**src/rtl/multdiv_sequencer.sv**
```systemverilog
// multdiv_sequencer
// Owns the shared multiply/divide unit for the decode/execute stage. A mult or
// div seen in DX while idle is captured. The sequencer then sends one start
// pulse with the latched operands to the unit. It stalls the front of the
// pipeline until the unit is ready, then emits one writeback. The writeback
// goes either to rd with the result, or to $30 with an exception status code.
//
// Optional feature: define MD_WATCHDOG_EN to add a WAIT-state watchdog. It
// forces a writeback of TIMEOUT_CODE to $30 once the counter reaches TIMEOUT-1.
//
// Ports:
//   clock, reset            - clock; asynchronous active-high reset
//   dx_isMult, dx_isDiv     - DX instruction kind (mult wins when both set)
//   dx_opA, dx_opB, dx_rd   - forwarded operands and destination register
//   md_ctrlMult, md_ctrlDiv - one-cycle start pulses to the multdiv unit
//   md_opA, md_opB          - operands latched at capture
//   md_result, md_exception - unit outputs, valid while md_ready is high
//   md_ready                - unit done (level, only looked at in WAIT)
//   stall, busy             - sequencer not idle
//   wb_valid, wb_rd, wb_data - one-cycle writeback to the MW stage
module multdiv_sequencer #(
  parameter int TIMEOUT       = 40,
  parameter int MULT_EXC_CODE = 4,
  parameter int DIV_EXC_CODE  = 5,
  parameter int TIMEOUT_CODE  = 6
) (
  input  logic        clock,
  input  logic        reset,
  input  logic        dx_isMult,
  input  logic        dx_isDiv,
  input  logic [31:0] dx_opA,
  input  logic [31:0] dx_opB,
  input  logic [4:0]  dx_rd,
  output logic        md_ctrlMult,
  output logic        md_ctrlDiv,
  output logic [31:0] md_opA,
  output logic [31:0] md_opB,
  input  logic [31:0] md_result,
  input  logic        md_exception,
  input  logic        md_ready,
  output logic        stall,
  output logic        wb_valid,
  output logic [4:0]  wb_rd,
  output logic [31:0] wb_data,
  output logic        busy
);

  typedef enum logic [1:0] {
    IDLE  = 2'd0,
    ISSUE = 2'd1,
    WAIT  = 2'd2,
    WB    = 2'd3
  } state_t;

  state_t      state_q, state_d;
  logic [31:0] op_a_q, op_a_d;
  logic [31:0] op_b_q, op_b_d;
  logic [4:0]  rd_q, rd_d;
  logic        is_div_q, is_div_d;
  logic [31:0] result_q, result_d;
  logic        exc_q, exc_d;
  logic        timeout_flag;

`ifdef MD_WATCHDOG_EN
  localparam logic [5:0] COUNT_LAST = 6'(TIMEOUT - 1);
  logic [5:0] count_q, count_d;
  logic       timeout_q, timeout_d;
`endif

  always_ff @(posedge clock or posedge reset) begin
    if (reset) begin
      state_q  <= IDLE;
      op_a_q   <= '0;
      op_b_q   <= '0;
      rd_q     <= '0;
      is_div_q <= 1'b0;
      result_q <= '0;
      exc_q    <= 1'b0;
`ifdef MD_WATCHDOG_EN
      count_q   <= '0;
      timeout_q <= 1'b0;
`endif
    end else begin
      state_q  <= state_d;
      op_a_q   <= op_a_d;
      op_b_q   <= op_b_d;
      rd_q     <= rd_d;
      is_div_q <= is_div_d;
      result_q <= result_d;
      exc_q    <= exc_d;
`ifdef MD_WATCHDOG_EN
      count_q   <= count_d;
      timeout_q <= timeout_d;
`endif
    end
  end

  always_comb begin
    state_d  = state_q;
    op_a_d   = op_a_q;
    op_b_d   = op_b_q;
    rd_d     = rd_q;
    is_div_d = is_div_q;
    result_d = result_q;
    exc_d    = exc_q;
`ifdef MD_WATCHDOG_EN
    count_d   = count_q;
    timeout_d = timeout_q;
`endif

    case (state_q)
      IDLE: begin
        if (dx_isMult || dx_isDiv) begin
          op_a_d   = dx_opA;
          op_b_d   = dx_opB;
          rd_d     = dx_rd;
          is_div_d = ~dx_isMult;
`ifdef MD_WATCHDOG_EN
          timeout_d = 1'b0;
`endif
          state_d  = ISSUE;
        end
      end
      ISSUE: begin
`ifdef MD_WATCHDOG_EN
        count_d = '0;
`endif
        state_d = WAIT;
      end
      WAIT: begin
        if (md_ready) begin
          result_d = md_result;
          exc_d    = md_exception;
          state_d  = WB;
        end else begin
`ifdef MD_WATCHDOG_EN
          // md_ready in the same cycle takes priority over expiry.
          if (count_q == COUNT_LAST) begin
            timeout_d = 1'b1;
            exc_d     = 1'b0;
            state_d   = WB;
          end
          // Saturate rather than wrap.
          if (count_q != 6'h3f) begin
            count_d = count_q + 6'd1;
          end
`endif
        end
      end
      WB: begin
        state_d = IDLE;
      end
      default: begin
        state_d = IDLE;
      end
    endcase
  end

`ifdef MD_WATCHDOG_EN
  assign timeout_flag = timeout_q;
`else
  assign timeout_flag = 1'b0;
`endif

  // All outputs are decoded from registered state, so reset clears them at once.
  always_comb begin
    md_ctrlMult = (state_q == ISSUE) && !is_div_q;
    md_ctrlDiv  = (state_q == ISSUE) && is_div_q;
    md_opA      = op_a_q;
    md_opB      = op_b_q;
    busy        = (state_q != IDLE);
    stall       = (state_q != IDLE);
    wb_valid    = 1'b0;
    wb_rd       = '0;
    wb_data     = '0;
    if (state_q == WB) begin
      if (timeout_flag) begin
        wb_valid = 1'b1;
        wb_rd    = 5'd30;
        wb_data  = 32'(TIMEOUT_CODE);
      end else if (exc_q) begin
        wb_valid = 1'b1;
        wb_rd    = 5'd30;
        wb_data  = is_div_q ? 32'(DIV_EXC_CODE) : 32'(MULT_EXC_CODE);
      end else begin
        // A result destined for r0 is dropped; the state still passes WB.
        wb_valid = (rd_q != 5'd0);
        wb_rd    = rd_q;
        wb_data  = result_q;
      end
    end
  end

endmodule
```
**config.mk**
```make
export PLATFORM = sky130hd
export DESIGN_NAME = multdiv_sequencer
export DESIGN_NICKNAME = d
export VERILOG_FILES = /design/src/rtl/multdiv_sequencer.sv
export SDC_FILE = /design/constraint.sdc
export NUM_CORES = 1
export LEC_CHECK = 0
export ABC_AREA = 1
export BUFFER_PORTS_ARGS = -buffer_cell sky130_fd_sc_hd__buf_4
export CAP_MARGIN = 20
export CORE_MARGIN = 1
export CORE_UTILIZATION = 42
export CTS_CLUSTER_DIAMETER = 40
export DETAILED_ROUTE_END_ITERATION = 7
export PLACE_DENSITY = 0.74
export SETUP_SLACK_MARGIN = 0.02
export SLEW_MARGIN = 20
export SYNTH_ARGS = -nofsm -noshare
export SYNTH_HDL_FRONTEND = slang
export SYNTH_SLANG_ARGS = --single-unit
export TNS_END_PERCENT = 30
```
**constraint.sdc**
```tcl
create_clock -name clock -period 3.9 [get_ports clock]
set_input_delay 0.195 -clock clock [delete_from_list [all_inputs] [get_ports clock]]
set_output_delay 0.195 -clock clock [all_outputs]
set_load 0.03 [all_outputs]
```
==> results.toml, run 1 <==
[status]
status = "completed"

[layout]
nets = 829
final_cells = 858
diodes = 0
layout_common_cells = "213 x buf_4, 109 x inv_1, 105 x dfrtp_1, 84 x nand2_1, 78 x nor2_1"
final_common_cell = "buf_4"
drive_gt1_share_pct = 32.4
area_growth_pct = 40.8
n_fill_cell = 892

[hold_path]
hold_path.class = "in2async"

[synth]
postSynthAreaPerCell_sq_um = 8.62
syn_area_sq_um = 4450
synth_compound_area_share_pct = 11.7
synth_cell_type_count = 16
synth_top_family_by_area = "simple AND/OR/NAND/NOR gates"
ys_seq_elements = 105
synth_mux_area_share_pct = 0
ys.warnings.count = 0
synth_xor_area_share_pct = 0
synth_cells = 517
synth_nets = 629
yosysSeqAreaShare_pct = 59.0
synthAdderAreaFrac_pct = 1.40
synth_simple_gate_area_share_pct = 14.5

[timing]
hold_violations = 0
max-slew-margin-rel_pct = 32.5
rsz0062_at_grt = "false"
worst_slew_pin_slew_ps = 1010
setup_viol = 0
holdWs_ps = 54.2
final_max_slew_viol_count = 0
tns_ps = 0
setup_ws_ps = 1560
period_share_pct = 59.9
fin_crit_ps = 2340
fmax_ghz = 0.428
clock_skew_ps = 10.0

[global_route]
overflow = 0
use_met1_pct = 23.6
gr-usage-met2_pct = 31.2
grt_max_degree = 141
grt_pass1_wl_um = 17000
antenna_found_initial = 0
met3_usage_pct = 6.74
globalRoute.busiestLayer = "met2"
grt_pass1_vias = 3760
grtUsageTotal_pct = 19.3

[die]
die_x_um = 105
io_pins = 213
dieArea_sq_um = 11000
core.rowCount = 37
die_y_um = 105
start_util_pct = 43.1
core_area_sq_um = 10300

[worst_setup_path]
crit_fanout = 31
slowest_delay_ps = 750
path_class = "reg2out"
cp-start-kind = "flop"
cp.arrival_ps = 2140
cp-end-kind = "output port"
crit_path_cell_trace = "ha_1 > nand2_1 > nor2_1 > buf_4"
cpMaxStageDelayCell = "nand2_1"
cp.required_ps = 3700

[placed_design]
numPlacedInstances = 842
dpl_worst_slack_ps = 1950
port_buffers = 212
hpwl_um = 7480
routabilityCongestion = 0.833

[pwr]
power_density_nw_per_um2 = 835
total_power_mw = 5.24
irDropWorstVdd_uv = 527
p_leak_nw = 3.65

[drt]
ant_nets = 0
vias_per_cell = 4.45
wire_per_inst_um = 12.0
drtPass1Iterations = 4
drc = 0
vias = 3819
wl_um = 10300
drtIter0Drc = 202

[clock_network]
htree_levels = 3
clock_latency_ps = 370
cts_tree = "yes"
clock-root-buffer = "clkbuf_8"
cts.sinks = 105
cts_made_buffers = 9
ctsHoldBuffers = 0
clk_pin_slew_ps = 100
clk_path_buf_depth = 2
cts_resized = 0
postCtsSetupBuffers = 0

[job]
drv_cap = 0
-- report_power, final --
part / leakage [nW] / internal, mW / total [mW] / switching, mW
Sequential: 1.24 / 1.61 / 1.88 / 0.270
Clock: 0.109 / 0.330 / 0.689 / 0.359
Combinational: 2.30 / 0.940 / 2.67 / 1.73
-- per-layer routing --
metal / vias up / part of all wire [%]
met3: 12 / 9.1
met1: 1720 / 44
met5: - / 0
met4: 0 / 1.5
li1: 1938 / -
met2: 149 / 46
-- synthesized netlist by cell type, drive strengths merged --
cell	n	share of area, %
inv	110	9.3
dfrtp	105	59
nand2	85	7.2
nor2	78	6.6
o21ai	72	8.2
a21oi	31	3.5
buf	14	1.9
clkbuf	11	2.3
ha	5	1.4
nand3	5	0.56
or2	1	0.14
-- cells by family after synthesis --
logic type	after synthesis
compound gates	103
fa+ha+maj	5
buf+inv	135
flops	105
simple gates	169
-- per-stage QoR --
step | util [%] | instance area, sq um
after floorplan | - | 4450
after global placement | 58.8 | 6070
after detailed placement | 58.8 | 6070
after CTS | 60.8 | 6270
after global routing | 60.8 | 6270
final | 60.8 | 6270
-- sequential cells by signal, summed over array words and instances, names as in the netlist --
signal / cells
exc_q: 1
result_q: 32
rd_q: 5
md_opB: 32
is_div_q: 1
state_q: 2
md_opA: 32
-- area by class of cell --
type | count | area (sq um) | area share, %
sequential | 105 | 2630 | 41.9
clock buffer | 11 | 151 | 2.41
multi-input combinational | 277 | 1230 | 19.7
tap | 136 | 170 | 2.71
clock inverter | 5 | 53.8 | 0.858
timing repair buffer | 214 | 1620 | 25.8
inverter | 110 | 415 | 6.62
-- final timing paths --
path | endpoint | cells past startpoint | startpoint | slack [ps]
max in group asynchronous | md_opB[24] | 3 | reset | 2900
worst max register to register | result_q[12] | 5 | state_q[0] | 1990
worst min register to register | result_q[0] | 2 | result_q[0] | 490
min in group clock | is_div_q | 2 | dx_isMult | 60
worst max-delay path | wb_data[1] | 4 | state_q[0] | 1560
worst min-delay path | md_opB[13] | 2 | reset | 50
-- worst max-delay path, delay by kind of cell (launching register included) --
family | cells | cell delay (ps)
simple gates | 2 | 890
buf+inv | 1 | 220
fa+ha+maj | 1 | 250
flops | 1 | 430
Note: power is estimated with default switching activity, not from simulation.
==> run 2: changes to the inputs <==
clock period = 2.3 ns   (was 3.9 ns; I/O delays follow)
==> run 2 against run 1 <==
Net effect:
- final area rose by 10%
- non-clock buffer count rose by 61
- sequential power rose by 71%
- hold slack got worse by 42 ps
- critical path depth rose by 1
- power rose by 76%
- utilization rose by 6.3 points
- final cell count rose by 7.1%
- clock power rose by 80%
- highest routed layer unchanged
==> results.toml, run 2 (synthesis results as in run 1) <==
[status]
status = "completed"

[global_route]
overflow = 0
globalRoute.busiestLayer = "met2"
use_met1_pct = 26.6
antenna_found_initial = 0
gr-usage-met2_pct = 37.6
grt_max_degree = 110
grt_pass1_vias = 4150
met3_usage_pct = 5.74
grt_pass1_wl_um = 19300
grtUsageTotal_pct = 22.3

[layout]
layout_common_cells = "213 x buf_4, 109 x inv_1, 105 x dfrtp_1, 84 x nand2_1, 78 x nor2_1"
drive_gt1_share_pct = 30.0
fin_util_pct = 67.0
nets = 890
diodes = 0
final_common_cell = "buf_4"
n_fill_cell = 776
area_growth_pct = 55.3

[clock_network]
cts_tree = "yes"
cts.sinks = 105
htree_levels = 3
cts_made_buffers = 9
clk_path_buf_depth = 2
clock_latency_ps = 360
postCtsSetupBuffers = 0
clk_pin_slew_ps = 100
clock-root-buffer = "clkbuf_8"

[worst_setup_path]
cp.required_ps = 2180
crit_fanout = 31
cp-end-kind = "output port"
crit_path_cell_trace = "ha_1 > nand2_1 > buf_4 > nor2_1 > buf_4"
cpMaxStageDelayCell = "dfrtp_1"
cp-start-kind = "flop"
path_class = "reg2out"
slowest_delay_ps = 420
cp_common_cell = "buf_4"
cp.arrival_ps = 1720

[placed_design]
hpwl_um = 7660
routabilityCongestion = 0.798
port_buffers = 212

[die]
die_x_um = 105
io_pins = 213
die_y_um = 105
core.rowCount = 37
core_area_sq_um = 10300
dieArea_sq_um = 11000
start_util_pct = 43.1

[drt]
vias_per_cell = 4.54
ant_nets = 0
drtPass1Iterations = 7
wl_um = 12100
drtIter0Drc = 267
vias = 4172
wire_per_inst_um = 13.2
drc = 0

[timing]
hold_violations = 0
final_max_slew_viol_count = 0
worst_slew_pin_slew_ps = 652
fin_crit_ps = 1830
max-slew-margin-rel_pct = 56.4
clock_skew_ps = 13.5
fmax_ghz = 0.546
period_share_pct = 79.6
tns_ps = 0
setup_viol = 0
rsz0062_at_grt = "false"

[pwr]
power_density_nw_per_um2 = 1330
irDropWorstVdd_uv = 957
p_leak_nw = 3.91

[hold_path]
hold_path.class = "in2reg"

[job]
drv_cap = 0
[run 2: cell types whose count changed in the layout (fill, tap and decap cells not counted)]
cell and change:
clkinv_4 +1, clkbuf_1 +1, clkinvlp_4 +1, inv_4 -1, inv_6 +1, dlygate4sd3_1 +59
clkbuf_8 -2, buf_12 +2, bufinv_16 +1, clkinv_2 -2
[run 2: worst paths after layout]
path	start	to	slack (ps)	cells past startpoint
setup / recovery	state_q[0]	wb_data[27]	470	5
hold / removal	dx_opB[26]	md_opB[26]	10	3
setup reg to reg	state_q[0]	md_opB[24]	480	6
hold reg to reg	result_q[2]	result_q[2]	480	2
max in group asynchronous	reset	md_opB[4]	1450	4
min in group asynchronous	reset	md_opB[11]	460	4
[run 2: metal layers]
| metal | vias up | wire length [um] |
|---|---|---|
| li1 | 2055 | - |
| met1 | 1909 | 4970 |
| met2 | 183 | 5980 |
| met3 | 25 | 877 |
| met4 | 0 | 290 |
| met5 | - | 0 |
[run 2: through the flow]
step                area, sq um  total power [mW]  instances  hold slack (ps)  setup slack, ps
floorplan                  4460              6.18        517              227              925
global placement           6110              7.69        844              319              662
detailed placement         6110              7.85        844              329              548
CTS                        6920              9.19        919            0.467              456
global route               6920              9.78        919            0.421              347
finish                     6920              9.20        919             12.0              469
[run 2: worst max-delay path: cells and delay by family (launching register included)]
kind / cells / cell delay [ps]
buffers and inverters: 2 / 480
flip-flops: 1 / 420
AND/OR/NAND/NOR: 2 / 170
adder cells (fa/ha/maj): 1 / 260
[run 2: layout make-up]
type	instances	area [sq um]	area share, %
Timing Repair Buffer	275	2250	32.5
Clock buffer	10	128	1.84
Tap cell	136	170	2.46
Sequential cell	105	2630	38.0
Inverter	110	417	6.02
Clock inverter	6	91.3	1.32
Multi-Input combinational cell	277	1230	17.9
[run 2: repair_timing]
| item | CTS | global route |
|---|---|---|
| hold endpoints to repair | 163 | 0 |
| hold buffers | 59 | 0 |
| resized for setup | 0 | 0 |
| setup endpoints to repair | 0 | 0 |
[run 2: power breakdown]
part | switching (mW) | internal (mW) | total (mW)
sequential | 0.492 | 2.73 | 3.22
clock | 0.624 | 0.620 | 1.24
combinational | 3.05 | 1.68 | 4.73
==> run 3: changes to the inputs <==
clock period = 1.7 ns   (was 2.3 ns; I/O delays follow)
==> run 3 against run 2 <==
Net effect:
- critical path depth did not move
- wire length up 13%
- non-clock buffer count rose by 54
- hold slack gained 1.5 ps
- final area is 9.3% higher
- die area stayed put
- combinational power rose by 47%
- first-iteration DRC count is 3.0% lower
- global-route usage rose by 2.9 points
- clock skew shrank 2.0 ps
- via count is 8.7% higher
- critical path type unchanged
- critical endpoint is now wb_data[31]
- largest power group unchanged
==> results.toml, run 3 (synthesis results as in run 1) <==
[status]
status = "completed"

[layout]
final_common_cell = "buf_4"
area_growth_pct = 69.7
diodes = 0
n_fill_cell = 700
layout_common_cells = "217 x buf_4, 108 x inv_1, 104 x dfrtp_1, 103 x dlygate4sd3_1, 83 x nand2_1"
drive_gt1_share_pct = 30.8
fin_util_pct = 73.2
nets = 944

[global_route]
grt_pass1_wl_um = 22200
overflow = 0
globalRoute.busiestLayer = "met2"
use_met1_pct = 29.6
grtUsageTotal_pct = 25.2
antenna_found_initial = 0
gr-usage-met2_pct = 44.0
grt_pass1_vias = 4691
met3_usage_pct = 7.30
grt_max_degree = 106

[die]
die_y_um = 105
io_pins = 213
dieArea_sq_um = 11000
die_x_um = 105
core_area_sq_um = 10300
start_util_pct = 43.1
core.rowCount = 37

[timing]
final_max_slew_viol_count = 0
tns_ps = 0
worst_slew_pin_slew_ps = 583
rsz0062_at_grt = "false"
fmax_ghz = 0.625
period_share_pct = 94.1
clock_skew_ps = 11.5
fin_crit_ps = 1600
hold_violations = 0
setup_viol = 0
max-slew-margin-rel_pct = 61.1

[drt]
ant_nets = 0
vias = 4534
drtPass1Iterations = 4
wire_per_inst_um = 14.0
wl_um = 13700
vias_per_cell = 4.66
drc = 0
drtIter0Drc = 259

[worst_setup_path]
r2r_cells = 7
cp-start-kind = "flop"
path_class = "reg2out"
cp-end-kind = "output port"
r2r_slack_ps = 110
cp.required_ps = 1620
crit_fanout = 16
cp.arrival_ps = 1510
reg2reg_to = "result_q[15]"
r2r-start = "state_q[0]"

[hold_path]
min_to = "md_opB[11]"
holdPathStages = 3
worstHoldStart = "dx_opB[11]"
hold_path.class = "in2reg"

[pwr]
p_leak_nw = 4.19
irDropWorstVdd_uv = 1320
power_density_nw_per_um2 = 1720

[clock_network]
cts_tree = "yes"
clock-root-buffer = "clkbuf_8"
htree_levels = 3
clk_pin_slew_ps = 90
clk_path_buf_depth = 2
cts_made_buffers = 9
cts.sinks = 105
clock_latency_ps = 360

[placed_design]
hpwl_um = 8050
routabilityCongestion = 0.826
port_buffers = 212

[job]
drv_cap = 0
==> run 3: worst max-delay path by stage <==
stage                           from      endpoint  slack, ps  cells past startpoint
after floorplan                reset         exc_q        360                      1
after global placement    state_q[0]    md_opB[13]        250                      5
after detailed placement  state_q[0]    md_opB[11]        160                      5
after CTS                 state_q[1]      wb_rd[0]         20                      5
after global routing      state_q[0]  result_q[10]          2                      7
final                     state_q[1]   wb_data[31]        100                      5
==> run 3: area by class of cell <==
| cell class | instances | area (sq um) | share of cell area [%] |
|---|---|---|---|
| Clock inverter | 7 | 95.1 | 1.26 |
| Tap cell | 136 | 170 | 2.25 |
| Sequential cell | 105 | 2630 | 34.8 |
| Multi-Input combinational cell | 277 | 1280 | 16.9 |
| Clock buffer | 9 | 124 | 1.64 |
| Timing Repair Buffer | 329 | 2840 | 37.6 |
| Inverter | 110 | 417 | 5.51 |
==> run 3: layer usage <==
layer / up-vias / wire (um)
li1: 2162 / -
met3: 27 / 1000
met1: 2145 / 5570
met2: 200 / 6810
met5: - / 0
met4: 0 / 276
==> run 3: worst max-delay path, cell delays in order, from the launching register on <==
cell and delay (ps):
dfrtp_1 420, ha_4 180, nand2_4 80, buf_12 160, nor2_1 140, buf_4 180
==> run 3: stage by stage <==
step           std cells  hold slack [ps]  setup slack, ps  instance area (sq um)  power, mW
2_1_floorplan        517              197              355                   4460       8.37
3_3_place_gp         848              297              254                   6160       10.5
3_5_place_dp         848              302              161                   6160       10.7
4_1_cts              971             14.7             16.5                   7490       12.7
5_1_grt              973             32.4             1.93                   7560       13.8
6_report             973             13.5              101                   7560       13.0
==> run 3: timing repair <==
action / 4_1_cts / 5_1_grt
pin swaps: 0 / 1
hold buffers: 103 / 0
setup endpoints to repair: 2 / 59
gates cloned: 1 / 1
resized for setup: 5 / 13
endpoints found under the hold margin: 206 / 0
setup buffers: 3 / 1
==> run 3: power by group <==
group	total, mW	switching, mW	internal [mW]
logic	6.95	4.34	2.62
clock network	1.70	0.873	0.830
registers	4.34	0.654	3.69
total	13.0	5.87	7.14
